### config.mk
export PLATFORM = sky130hd
export DESIGN_NAME = serial_adder_flat
export DESIGN_NICKNAME = d
export VERILOG_FILES = /design/src/rtl/adder_pkg.sv /design/src/rtl/serial_adder_if.sv /design/src/rtl/chunk_adder.sv /design/src/rtl/serial_adder.sv /design/src/flat_wrapper.sv
export SDC_FILE = /design/constraint.sdc
export NUM_CORES = 1
export LEC_CHECK = 0
export ABC_AREA = 1
export CORE_MARGIN = 5
export CORE_UTILIZATION = 50
export CTS_BUF_LIST = sky130_fd_sc_hd__clkbuf_4 sky130_fd_sc_hd__clkbuf_8
export CTS_CLUSTER_DIAMETER = 30
export CTS_CLUSTER_SIZE = 28
export DETAILED_ROUTE_END_ITERATION = 7
export PLACE_DENSITY_LB_ADDON = 0.08
export SYNTH_ARGS = -nofsm -noshare
export SYNTH_HDL_FRONTEND = slang
export SYNTH_HIERARCHICAL = 1
export SYNTH_SLANG_ARGS = --single-unit
export TNS_END_PERCENT = 30
### constraint.sdc
create_clock -name clk -period 2.12 [get_ports clk]
set_input_delay 0.53 -clock clk [delete_from_list [all_inputs] [get_ports clk]]
set_output_delay 0.53 -clock clk [all_outputs]
set_load 0.05 [all_outputs]
### src/rtl/adder_pkg.sv
// Shared definitions for the multi-cycle arithmetic blocks.
// The FSM state type is common to every chunk-serial operator.
package adder_pkg;

  typedef enum logic [1:0] {
    S_IDLE = 2'b00,
    S_BUSY = 2'b01,
    S_DONE = 2'b10
  } adder_state_t;

endpackage

### src/rtl/serial_adder_if.sv
// Operand/result handshake bundle for serial_adder.
// The master side produces operands and consumes results; the slave side is the adder.
interface serial_adder_if #(
  parameter int N = 32
);

  logic         in_valid;
  logic         in_ready;
  logic [N-1:0] a;
  logic [N-1:0] b;
  logic         c_in;
  logic         out_valid;
  logic         out_ready;
  logic [N-1:0] sum;
  logic         c_out;
  logic         ovf;

  modport master (
    output in_valid, a, b, c_in, out_ready,
    input  in_ready, out_valid, sum, c_out, ovf
  );

  modport slave (
    input  in_valid, a, b, c_in, out_ready,
    output in_ready, out_valid, sum, c_out, ovf
  );

endinterface

### src/rtl/chunk_adder.sv
// Combinational W-bit ripple adder built from single-bit full adders.
// Also exports the carry into the top bit so the caller can detect signed overflow.
module chunk_adder #(
  parameter int W = 4
) (
  input  logic [W-1:0] a,
  input  logic [W-1:0] b,
  input  logic         c_in,
  output logic [W-1:0] sum,
  output logic         c_out,
  output logic         c_msb_in
);

  logic [W:0] carry_s;

  assign carry_s[0] = c_in;

  for (genvar i = 0; i < W; i++) begin : g_bit
    adder_1 u_fa (
      .a    (a[i]),
      .b    (b[i]),
      .c_in (carry_s[i]),
      .sum  (sum[i]),
      .c_out(carry_s[i+1])
    );
  end

  assign c_out    = carry_s[W];
  assign c_msb_in = carry_s[W-1];

endmodule

module adder_1 (
  input  logic a,
  input  logic b,
  input  logic c_in,
  output logic sum,
  output logic c_out
);

  assign sum   = a ^ b ^ c_in;
  assign c_out = (a & b) | (c_in & (a ^ b));

endmodule

### src/rtl/serial_adder.sv
// Chunk-serial N-bit adder: consumes CHUNK bits per clock, result after N/CHUNK steps.
// Operands and results move through valid/ready handshakes on serial_adder_if.
module serial_adder
  import adder_pkg::*;
#(
  parameter int N     = 32,
  parameter int CHUNK = 4
) (
  input logic          clk,
  input logic          rst,
  serial_adder_if.slave bus
);

  localparam int STEPS = N / CHUNK;
  localparam int CW    = (STEPS > 1) ? $clog2(STEPS) : 1;
  localparam logic [CW-1:0] LAST_CNT = CW'(STEPS - 1);

  if ((N % CHUNK) != 0) begin : g_bad_chunk
    $error("serial_adder: N (%0d) must be a multiple of CHUNK (%0d)", N, CHUNK);
  end
  if ($bits(bus.a) != N) begin : g_bad_bus
    $error("serial_adder: interface width does not match N (%0d)", N);
  end

  adder_state_t   state_r;
  adder_state_t   state_nxt_s;
  logic [CW-1:0]  cnt_r;
  logic [N-1:0]   a_r;
  logic [N-1:0]   b_r;
  logic           carry_r;
  logic [N-1:0]   sum_r;
  logic           c_out_r;
  logic           ovf_r;

  logic [CHUNK-1:0] chunk_sum_s;
  logic             chunk_c_s;
  logic             chunk_msb_s;
  logic [N-1:0]     acc_nxt_s;
  logic             last_step_s;

  assign last_step_s = (cnt_r == LAST_CNT);

  chunk_adder #(.W(CHUNK)) u_chunk (
    .a       (a_r[CHUNK-1:0]),
    .b       (b_r[CHUNK-1:0]),
    .c_in    (carry_r),
    .sum     (chunk_sum_s),
    .c_out   (chunk_c_s),
    .c_msb_in(chunk_msb_s)
  );

  // Partial sums enter from the MSB side, so after the last step the word is in place.
  if (STEPS == 1) begin : g_single
    assign acc_nxt_s = chunk_sum_s;
  end else begin : g_multi
    logic [N-CHUNK-1:0] acc_r;

    // Accumulator of the chunks produced so far
    always_ff @(posedge clk) begin
      if (rst) begin
        acc_r <= {(N-CHUNK){1'b0}};
      end else if (state_r == S_BUSY) begin
        acc_r <= acc_nxt_s[N-1:CHUNK];
      end else begin
        acc_r <= acc_r;
      end
    end

    assign acc_nxt_s = {chunk_sum_s, acc_r};
  end

  // State register
  always_ff @(posedge clk) begin
    if (rst) begin
      state_r <= S_IDLE;
    end else begin
      state_r <= state_nxt_s;
    end
  end

  // Next-state decode
  always_comb begin
    state_nxt_s = state_r;
    case (state_r)
      S_IDLE: begin
        if (bus.in_valid) begin
          state_nxt_s = S_BUSY;
        end else begin
          state_nxt_s = S_IDLE;
        end
      end
      S_BUSY: begin
        if (last_step_s) begin
          state_nxt_s = S_DONE;
        end else begin
          state_nxt_s = S_BUSY;
        end
      end
      S_DONE: begin
        if (bus.out_ready) begin
          state_nxt_s = S_IDLE;
        end else begin
          state_nxt_s = S_DONE;
        end
      end
      default: state_nxt_s = S_IDLE;
    endcase
  end

  // Operand shift registers, step counter and result registers
  always_ff @(posedge clk) begin
    if (rst) begin
      cnt_r   <= {CW{1'b0}};
      a_r     <= {N{1'b0}};
      b_r     <= {N{1'b0}};
      carry_r <= 1'b0;
      sum_r   <= {N{1'b0}};
      c_out_r <= 1'b0;
      ovf_r   <= 1'b0;
    end else begin
      case (state_r)
        S_IDLE: begin
          if (bus.in_valid) begin
            a_r     <= bus.a;
            b_r     <= bus.b;
            carry_r <= bus.c_in;
            cnt_r   <= {CW{1'b0}};
          end
        end
        S_BUSY: begin
          a_r     <= a_r >> CHUNK;
          b_r     <= b_r >> CHUNK;
          carry_r <= chunk_c_s;
          if (last_step_s) begin
            cnt_r   <= {CW{1'b0}};
            sum_r   <= acc_nxt_s;
            c_out_r <= chunk_c_s;
            ovf_r   <= chunk_c_s ^ chunk_msb_s;
          end else begin
            cnt_r <= cnt_r + CW'(1);
          end
        end
        default: begin
          cnt_r <= cnt_r;
        end
      endcase
    end
  end

  assign bus.in_ready  = (state_r == S_IDLE);
  assign bus.out_valid = (state_r == S_DONE);
  assign bus.sum       = sum_r;
  assign bus.c_out     = c_out_r;
  assign bus.ovf       = ovf_r;

endmodule

### src/flat_wrapper.sv
// flat-port wrapper written by rule: the top's interface ports become plain ports
module serial_adder_flat import adder_pkg::*;
#(
  parameter int N     = 32,
  parameter int CHUNK = 4
)
  (clk, rst, bus_in_valid, bus_a, bus_b, bus_c_in, bus_out_ready, bus_in_ready, bus_out_valid, bus_sum, bus_c_out, bus_ovf);
  serial_adder_if #(.N(N)) bus_i ();
  input logic clk;
  input logic rst;
  input wire logic [$bits(bus_i.in_valid)-1:0] bus_in_valid;
  input wire logic [$bits(bus_i.a)-1:0] bus_a;
  input wire logic [$bits(bus_i.b)-1:0] bus_b;
  input wire logic [$bits(bus_i.c_in)-1:0] bus_c_in;
  input wire logic [$bits(bus_i.out_ready)-1:0] bus_out_ready;
  output wire logic [$bits(bus_i.in_ready)-1:0] bus_in_ready;
  output wire logic [$bits(bus_i.out_valid)-1:0] bus_out_valid;
  output wire logic [$bits(bus_i.sum)-1:0] bus_sum;
  output wire logic [$bits(bus_i.c_out)-1:0] bus_c_out;
  output wire logic [$bits(bus_i.ovf)-1:0] bus_ovf;
  assign bus_i.in_valid = bus_in_valid;
  assign bus_i.a = bus_a;
  assign bus_i.b = bus_b;
  assign bus_i.c_in = bus_c_in;
  assign bus_i.out_ready = bus_out_ready;
  assign bus_in_ready = bus_i.in_ready;
  assign bus_out_valid = bus_i.out_valid;
  assign bus_sum = bus_i.sum;
  assign bus_c_out = bus_i.c_out;
  assign bus_ovf = bus_i.ovf;
  serial_adder #(.N(N), .CHUNK(CHUNK)) u_core (.clk(clk), .rst(rst), .bus(bus_i));
endmodule
Yosys cells after proc, flatten, opt, wreduce, memory -nomap -nowiden
Cells that the tools add are included.
- flip-flop bits (word level): 132
- bits of input ports: 69
- output and inout port bits: 36
- $add $sub $neg: 1
- equal/unequal tests: 4
- multiplexer cells: 13
- bitwise logic cells: 21
- reduce and logical (&&, ||, !) cells: 4
- operators by type and width (cell ; count):
    $pmux 32 s2 ; 2
    $mux 32 ; 2
    $xor 1x1->1 ; 9
    $and 1x1->1 ; 8
    $mux 3 ; 2
    $pmux 2 s3 ; 1
    $pmux 3 s2 ; 1
    $mux 2 ; 2
    $or 1x1->1 ; 4
    $reduce_and 2->1 ; 2
    $add 3x1->3 const B ; 1
    $eq 3x3->1 const B ; 1
    $eq 2x1->1 const B ; 1
    $eq 2x2->1 const B ; 1
    $logic_not 2->1 ; 1
    $mux 1 ; 2
    $ne 2x2->1 const B ; 1
    $pmux 1 s2 ; 1
    $reduce_bool 2->1 ; 1

Longest topological paths before layout
Gate-level depths: netlist of run 1.
- depth after elaboration: 10
- mapped depth: 8
- mapped depth without buffers: 8

Cells and area by module
Netlist of run 1, hierarchy kept.
- modules (own cells, without submodules) (module ; instances ; cells an instance ; area an instance (um2) ; seq. area each (um2)):
    serial_adder ; 1 ; 984 ; 6152.2 ; 2642.5
    adder_1 ; 4 ; 1 ; 20.0 ; 0.0

Worst setup path before layout of run 1
No wires, ideal clock.
- path kind: register to register
- start: register u_core.a_r[0]
- end: register u_core.ovf_r, in the netlist u_core/bus.ovf
- arrival time: 2235 ps
- data required time: 2007 ps
- setup slack: -228 ps
- cell stages (with the launch flop): 8
- period minus slack after synthesis: 2348 ps
- path through: dfxtp_1 > fa_1 > fa_1 > fa_1 > fa_1 > xor2_1 > nor2_1 > nor2_1
- longest elaborated chain between the ends: 10
- elaborated cells between the ends (all ways): 11
- ends and longest elaborated chain (what ; RTL line ; RTL):
    start: declaration ; serial_adder.sv:28 ; logic [N-1:0] a_r;
    start signal: assignment ; serial_adder.sv:114 ; a_r <= {N{1'b0}};
    start signal: assignment ; serial_adder.sv:124 ; a_r <= bus.a;
    start signal: assignment ; serial_adder.sv:131 ; a_r <= a_r >> CHUNK;
    $xor 1x1->1 ; chunk_adder.sv:42 ; assign c_out = (a & b) | (c_in & (a ^ b));
    $and 1x1->1 ; chunk_adder.sv:42 ;
    $or 1x1->1 (*) ; chunk_adder.sv:42 ;
    via u_core.u_chunk.carry_s[1] ; chunk_adder.sv:14 ; logic [W:0] carry_s;
    $and 1x1->1 (*) ; chunk_adder.sv:42 ;
    $or 1x1->1 (*) ; chunk_adder.sv:42 ;
    via u_core.u_chunk.carry_s[2] ; chunk_adder.sv:14 ;
    $and 1x1->1 (*) ; chunk_adder.sv:42 ;
    $or 1x1->1 (*) ; chunk_adder.sv:42 ;
    via u_core.chunk_msb_s ; serial_adder.sv:37 ; logic chunk_msb_s;
    $and 1x1->1 (*) ; chunk_adder.sv:42 ;
    $or 1x1->1 (*) ; chunk_adder.sv:42 ;
    via u_core.chunk_c_s ; serial_adder.sv:36 ; logic chunk_c_s;
    $xor 1x1->1 (*) ; serial_adder.sv:138 ; ovf_r <= chunk_c_s ^ chunk_msb_s;
    end signal: assignment ; serial_adder.sv:138 ;
    end: declaration ; serial_adder.sv:33 ; logic ovf_r;
The timed path passes the listed nets; every way through them passes the cells marked *.
A chain may end at the register's enable or synchronous reset.

Worst setup path after layout of run 1
- start: register u_core.carry_r
- end: register u_core.sum_r[31], in the netlist u_core/bus.sum[31]
- longest elaborated chain between the ends: 7
- ends and longest elaborated chain (what ; RTL line ; RTL):
    start: declaration ; serial_adder.sv:30 ; logic carry_r;
    start signal: assignment ; serial_adder.sv:126 ; carry_r <= bus.c_in;
    start signal: assignment ; serial_adder.sv:133 ; carry_r <= chunk_c_s;
    $and 1x1->1 ; chunk_adder.sv:42 ;
    $or 1x1->1 ; chunk_adder.sv:42 ;
    via u_core.u_chunk.carry_s[1] ; chunk_adder.sv:14 ;
    $and 1x1->1 ; chunk_adder.sv:42 ;
    $or 1x1->1 ; chunk_adder.sv:42 ;
    via u_core.u_chunk.carry_s[2] ; chunk_adder.sv:14 ;
    $and 1x1->1 ; chunk_adder.sv:42 ;
    $or 1x1->1 ; chunk_adder.sv:42 ;
    via u_core.chunk_msb_s ; serial_adder.sv:37 ;
    $xor 1x1->1 ; chunk_adder.sv:41 ; assign sum = a ^ b ^ c_in;
    via u_core.chunk_sum_s[3] ; serial_adder.sv:35 ; logic [CHUNK-1:0] chunk_sum_s;
    end signal: assignment ; serial_adder.sv:117 ; sum_r <= {N{1'b0}};
    end signal: assignment ; serial_adder.sv:136 ; sum_r <= acc_nxt_s;
    end: declaration ; serial_adder.sv:31 ; logic [N-1:0] sum_r;
The timed path passes the listed nets, and every way through them passes these cells.

==> results.md, run 1 <==
* Post-Route WL at 13,000 um
* Sw Share at 0.269
* First-pass DRT Iterations at 7
* Worst-Skew Late Latency at 430 ps
* Reg clk slew, reported paths at 70 ps
* Vias per cell at 4.45
* GPL Wtd Cong at 0.804
* Post-CTS Hold Fix Bufs at 0
* Clock buffer depth at 2
* Power per cell area at 703 nW/um^2
* IO buf count at 104
* Post-Route Setup TNS at -271 ps
* Total Routing Usage GR at 0.184
* Critical path class: register to register
* Crit start category: register
* Worst Path Max Fanout at 2
* Leak at 0.00392 uW
* DR vias at 5,559
* Antenna violations before repair at 0
* Slew margin rel. at 0.664
* Final Hold Vio Count at 0
* Met1 Track Usage GR at 0.231
* Combinational share of power at 0.154
* Clock period minus worst slack at 2220 ps
* Sequential fraction of the synthesis area at 0.424
* Root Driver: clkbuf_8
* Max_cap viols at 0
* Met2 GRT Util at 0.305
* Outcome: complete, but fails checks
* Commonest non-fill, non-tap cell in the layout: nand2_1
* CTS tree: built
* Synth-to-Final Area Change at 24.2%
* Achievable frequency at 0.451 GHz
* Die height at 122 um
* # DRC at 0
* Global route hottest layer: met2
* Largest net degree at the start of global routing at 61
* CP Capture Type: register
* # diodes at 0
* Die W at 122 um
* GR Util met3 at 0.0446
* Reg2Reg Setup Slack at -100 ps
* Remaining Overflow, GRT at 0
* Distinct cells, synth at 20
* Die area at 14,800 sq um
* Fin Clk Skew at 7.58 ps
* Syn Std Cell Area at 6230 sq um
* Top Ports at 105
* FF-to-FF path depth at 8
* RSZ-0062 raised after global routing: yes
* Number of cell rows at 40
* Syn Nets at 1,063
* Synth Instances at 988
* Post-DP HPWL at 8630 um
* H-tree levels at 4
* CP arrival at 2580 ps
* Most frequent cells in the layout: 339 x nand2_1, 169 x nor2_1, 147 x inv_1, 130 x dfxtp_1, 68 x clkdlybuf4s50_1
* Worst hold path type: register to register
* Clk network pwr share at 0.344
* Post-route ant nets at 0
* Critical Path RT at 2490 ps
* Slew at the pin closest to its max-slew limit at 503 ps
* Crit share post-route at 1.04
* Detailed Route Iter0 Violations at 273
* Fin util at 0.639
* Failing checks: negative setup slack
* Core area at 12,100 sq um
* Max VDD drop at 0.000359 V
* Final nets at 1,146
* Sequential share of power at 0.501
* Final Setup Violations at 4
* Initial Util at 0.515
* Clock sinks at 132
* Internal power at 3980 uW
* WHS Path Cells at 2
* Routed len/inst at 10.4 um
* Switching power at 1470 uW
* Pre-CTS setup slack at -153 ps
* Pins Over Slew Limit at 0
* TritonCTS buffer count at 17
* Final setup margin at -95.1 ps
* #FFs+latches synth at 132
* First-pass GRT wire length at 22,400 um
* Ys Warns at 6
* Vias in the first global route at 5,046
* Syn avg cell area at 6.31 sq um
* Share of layout cells above drive strength 1 at 0.0638
==> cell type report <==
cell class	count	area, sq um
timing repair buffer	122	1240
clock inverter	10	86.3
inverter	149	561
fill	1205	4370
clock buffer	20	263
sequential	132	2650
tap	168	210
multi-input combinational	649	2740
==> worst paths after layout <==
| check | startpoint | end |
|---|---|---|
| setup / recovery | u_core/carry_r$_SDFFE_PP0P_ | u_core/bus.sum[31]$_SDFFE_PP0P_ |
| hold / removal | u_core/g_multi.acc_r[8]$_SDFFE_PP0N_ | u_core/g_multi.acc_r[8]$_SDFFE_PP0N_ |
| setup reg to reg | u_core/carry_r$_SDFFE_PP0P_ | u_core/bus.sum[31]$_SDFFE_PP0P_ |
| hold reg to reg | u_core/g_multi.acc_r[8]$_SDFFE_PP0N_ | u_core/g_multi.acc_r[8]$_SDFFE_PP0N_ |
==> cell families (layout without fill, tap and decap cells) <==
| logic type | Yosys count | after routing | share of synthesized area |
|---|---|---|---|
| AND/OR/NAND/NOR | 578 | 578 | 0.366 |
| buffers and inverters | 207 | 301 | 0.139 |
| flip-flops | 132 | 132 | 0.424 |
| AO/OA/AOI/OAI | 64 | 64 | 0.0532 |
| adder cells (fa/ha/maj) | 6 | 6 | 0.0169 |
| XOR/XNOR | 1 | 1 | 0.00141 |
==> stage by stage <==
stage	instance area [sq um]	instances	power (uW)	hold WS [ps]
6_report	7740	1250	5440	465
5_1_grt	7740	1250	5780	479
4_1_cts	7730	1250	5520	463
3_5_place_dp	7410	1220	3630	452
3_3_place_gp	7410	1220	3620	451
2_1_floorplan	6240	988	3340	435
==> Yosys cell counts <==
library cell | instances | share of area
nand2_1 | 339 | 0.20
nor2_1 | 169 | 0.10
inv_1 | 148 | 0.089
dfxtp_1 | 132 | 0.42
nand3_1 | 65 | 0.052
a21oi_1 | 35 | 0.028
o21ai_0 | 28 | 0.022
buf_2 | 26 | 0.021
clkbuf_1 | 12 | 0.0072
buf_1 | 10 | 0.0060
buf_4 | 5 | 0.0060
buf_6 | 5 | 0.0090
fa_1 | 4 | 0.013
ha_1 | 2 | 0.0040
nand2_4 | 2 | 0.0036
nor2_2 | 2 | 0.0020
inv_2 | 1 | 0.00060
nor2_4 | 1 | 0.0018
o21ai_4 | 1 | 0.0026
xor2_1 | 1 | 0.0014
==> worst max-delay path: stages (launching register included) <==
cell and delay (ps):
dfxtp_2 330, fa_2 380, fa_2 340, fa_2 360
fa_2 530, inv_1 40, nand2_1 50, nand2_1 40
nor2_1 80
==> state kept, by name, indices dropped and copies added (netlist names) <==
signal / cells
u_core/b_r: 32
u_core/a_r: 32
u_core/state_r: 2
u_core/cnt_r: 3
u_core/carry_r: 1
u_core/bus.c_out: 1
u_core/bus.sum: 32
u_core/g_multi.acc_r: 28
u_core/bus.ovf: 1
==> power by group through the flow <==
| stage | logic [uW] | registers [uW] | clock network, uW |
|---|---|---|---|
| global route | 976 | 2750 | 2060 |
| finish | 841 | 2730 | 1870 |
| detailed placement | 846 | 2790 | 0 |
| CTS | 851 | 2730 | 1940 |
| global placement | 840 | 2780 | 0 |
| floorplan | 579 | 2760 | 0 |
==> per-layer routing <==
layer  wire length, um  share of wire
met5                 0              0
met1              6050           0.47
met4               230          0.018
met2              6120           0.47
met3               602          0.046
==> timing repair <==
action,4_1_cts,5_1_grt
gates resized for setup,28,4
endpoints found under the setup margin,31,9
pin swaps,5,0
setup buffers,0,0
No activity file was read; power rests on OpenSTA's default activity.
==> run 2, diff against run 1 <==
CORE_UTILIZATION = 48   (was 50)
CTS_BUF_LIST = unset   (was sky130_fd_sc_hd__clkbuf_4 sky130_fd_sc_hd__clkbuf_8)
==> run 2 against run 1 <==
  * Clock skew fell by 1.4 ps
  * Routed wire length up 5.4%
  * Clock-buffer cell count stayed put
  * Core utilization fell by 0.80 points
  * Clock power rose by 53%
  * Register-to-register slack worse by 20 ps
  * Worst setup slack got worse by 18 ps
  * Worst hold slack worse by 1.6 ps
  * The flow still finishes with violations (negative setup slack)
  * Critical endpoint unchanged
  * Cell area is 3.3% higher
  * Critical path type unchanged
==> results.md, run 2 (synthesis results as in run 1) <==
* Power per cell area at 804 nW/um^2
* Achievable frequency at 0.448 GHz
* Filler cells at 1,254
* Crit start category: register
* RSZ-0062 raised after global routing: yes
* Worst hold path type: register to register
* Worst path max stage delay at 540 ps
* Clock period minus worst slack at 2230 ps
* Die height at 124 um
* H-tree levels at 4
* Crit share post-route at 1.05
* Slew margin rel. at 0.654
* Initial Util at 0.492
* Fin util at 0.631
* Total Routing Usage GR at 0.185
* Antenna violations before repair at 0
* Core area at 12,700 sq um
* Pins Over Slew Limit at 0
* Most frequent cells in the layout: 339 x nand2_1, 169 x nor2_1, 147 x inv_1, 130 x dfxtp_1, 82 x clkdlybuf4s50_1
* Outcome: complete, but fails checks
* Min-delay src: u_core/a_r[28]$_SDFFE_PP0P_
* Reg-to-reg critical path startpoint: u_core/carry_r$_SDFFE_PP0P_
* CP cell instances: fa_2 > fa_2 > fa_2 > fa_2 > inv_1 > nand2_1 > nand2_1 > nor2_1
* Fin Clk Skew at 6.16 ps
* Max_cap viols at 0
* Worst-Skew Late Latency at 410 ps
* CP Capture Type: register
* Die W at 124 um
* Leak at 0.00406 uW
* Clock buffer depth at 2
* Sequential share of power at 0.425
* CP arrival at 2580 ps
* Crit path from: u_core/carry_r$_SDFFE_PP0P_
* Die area at 15,400 sq um
* Crit-path most repeated cell: fa_2
* First-pass GRT wire length at 22,700 um
* Commonest non-fill, non-tap cell in the layout: nand2_1
* DR vias at 5,603
* Max VDD drop at 0.000607 V
* Number of cell rows at 41
* # diodes at 0
* Pre-CTS setup slack at -167 ps
* GPL Wtd Cong at 0.801
* Combinational share of power at 0.130
* Largest net degree at the start of global routing at 81
* Clk network pwr share at 0.445
* First-pass DRT Iterations at 5
* Final setup margin at -113 ps
* # DRC at 0
* Critical Path RT at 2470 ps
* TritonCTS buffer count at 17
* Final nets at 1,146
* Synth-to-Final Area Change at 28.3%
* Worst hold margin at 463 ps
* Vias per cell at 4.46
* Post-Route WL at 13,700 um
* IO buf count at 104
* Slowest CP cell: fa_2
* Sw Share at 0.253
* Reg clk slew, reported paths at 60 ps
* Post-route ant nets at 0
* Slew at the pin closest to its max-slew limit at 518 ps
* Top Ports at 105
* Routed len/inst at 10.9 um
* Critical path class: register to register
* Clock sinks at 132
* Final Setup Violations at 4
* Internal power at 4800 uW
* Worst Path Max Fanout at 2
* Setup bufs post-CTS at 0
* Switching power at 1630 uW
* Remaining Overflow, GRT at 0
* Root Driver: clkbuf_16
* Post-DP HPWL at 9000 um
* Failing checks: negative setup slack
* Share of layout cells above drive strength 1 at 0.0618
* Vias in the first global route at 5,019
* CTS tree: built
* Final Hold Vio Count at 0
* Detailed Route Iter0 Violations at 384
run 2: changes by cell type in the layout (fill, tap and decap cells not counted), sizes merged:
cell | before | now
buf | 24 | 22
bufinv | 1 | 2
clkdlybuf4s50 | 68 | 82
clkinv | 7 | 5
clkinvlp | 3 | 5
dlygate4sd2 | 26 | 5
dlymetal6s2s | 4 | 13
inv | 148 | 149
run 2: final timing paths:
kind	to	slack [ps]	cells past startpoint
max reg2reg	u_core/bus.sum[31]$_SDFFE_PP0P_	-110	8
min	u_core/a_r[28]$_SDFFE_PP0P_	460	2
min reg2reg	u_core/a_r[28]$_SDFFE_PP0P_	460	2
max	u_core/bus.sum[31]$_SDFFE_PP0P_	-110	8
run 2: timing repair:
action,4_1_cts,5_1_grt
hold buffers,0,0
pin swaps,5,0
setup endpoints to repair,10,19
gates resized for setup,6,16
run 2: area by class of cell:
type / instances / area, sq um / area share
multi-input cells: 649 / 2730 / 0.342
flip-flops and latches: 132 / 2650 / 0.331
repair buffers: 122 / 1250 / 0.157
inverters: 149 / 563 / 0.0704
clock buffers: 20 / 457 / 0.0571
well taps: 172 / 215 / 0.0269
clock inverters: 12 / 130 / 0.0163
run 2: critical path, delay by kind of cell, from the launching register on:
family,cells,cell delay [ps]
fa+ha+maj,4,1630
flops,1,330
simple gates,3,180
buf+inv,1,40
run 2: power groups by stage:
stage	logic, uW	registers (uW)	clock network [uW]
4_1_cts	842	2730	2940
6_report	836	2730	2860
5_1_grt	959	2750	3050
3_3_place_gp	831	2780	0
3_5_place_dp	838	2790	0
2_1_floorplan	579	2760	0
run 2: metrics by stage:
| step | setup TNS, ps | instances | total power (uW) | area (sq um) |
|---|---|---|---|---|
| 3_3_place_gp | -459 | 1224 | 3610 | 7380 |
| 3_5_place_dp | -625 | 1224 | 3620 | 7380 |
| 4_1_cts | -325 | 1256 | 6510 | 7960 |
| 5_1_grt | -673 | 1256 | 6760 | 8000 |
| 2_1_floorplan | -343 | 988 | 3340 | 6240 |
| 6_report | -277 | 1256 | 6430 | 8000 |
run 2: routing by layer:
| layer | wire, um | global-route usage | vias to the layer above | share of wire |
|---|---|---|---|---|
| met2 | 6370 | 0.311 | 85 | 0.46 |
| li1 | - | - | 3085 | - |
| met1 | 6610 | 0.236 | 2419 | 0.48 |
| met4 | 117 | 0.0513 | 0 | 0.0085 |
| met3 | 606 | 0.0472 | 14 | 0.044 |
| met5 | 0 | 0 | - | 0 |
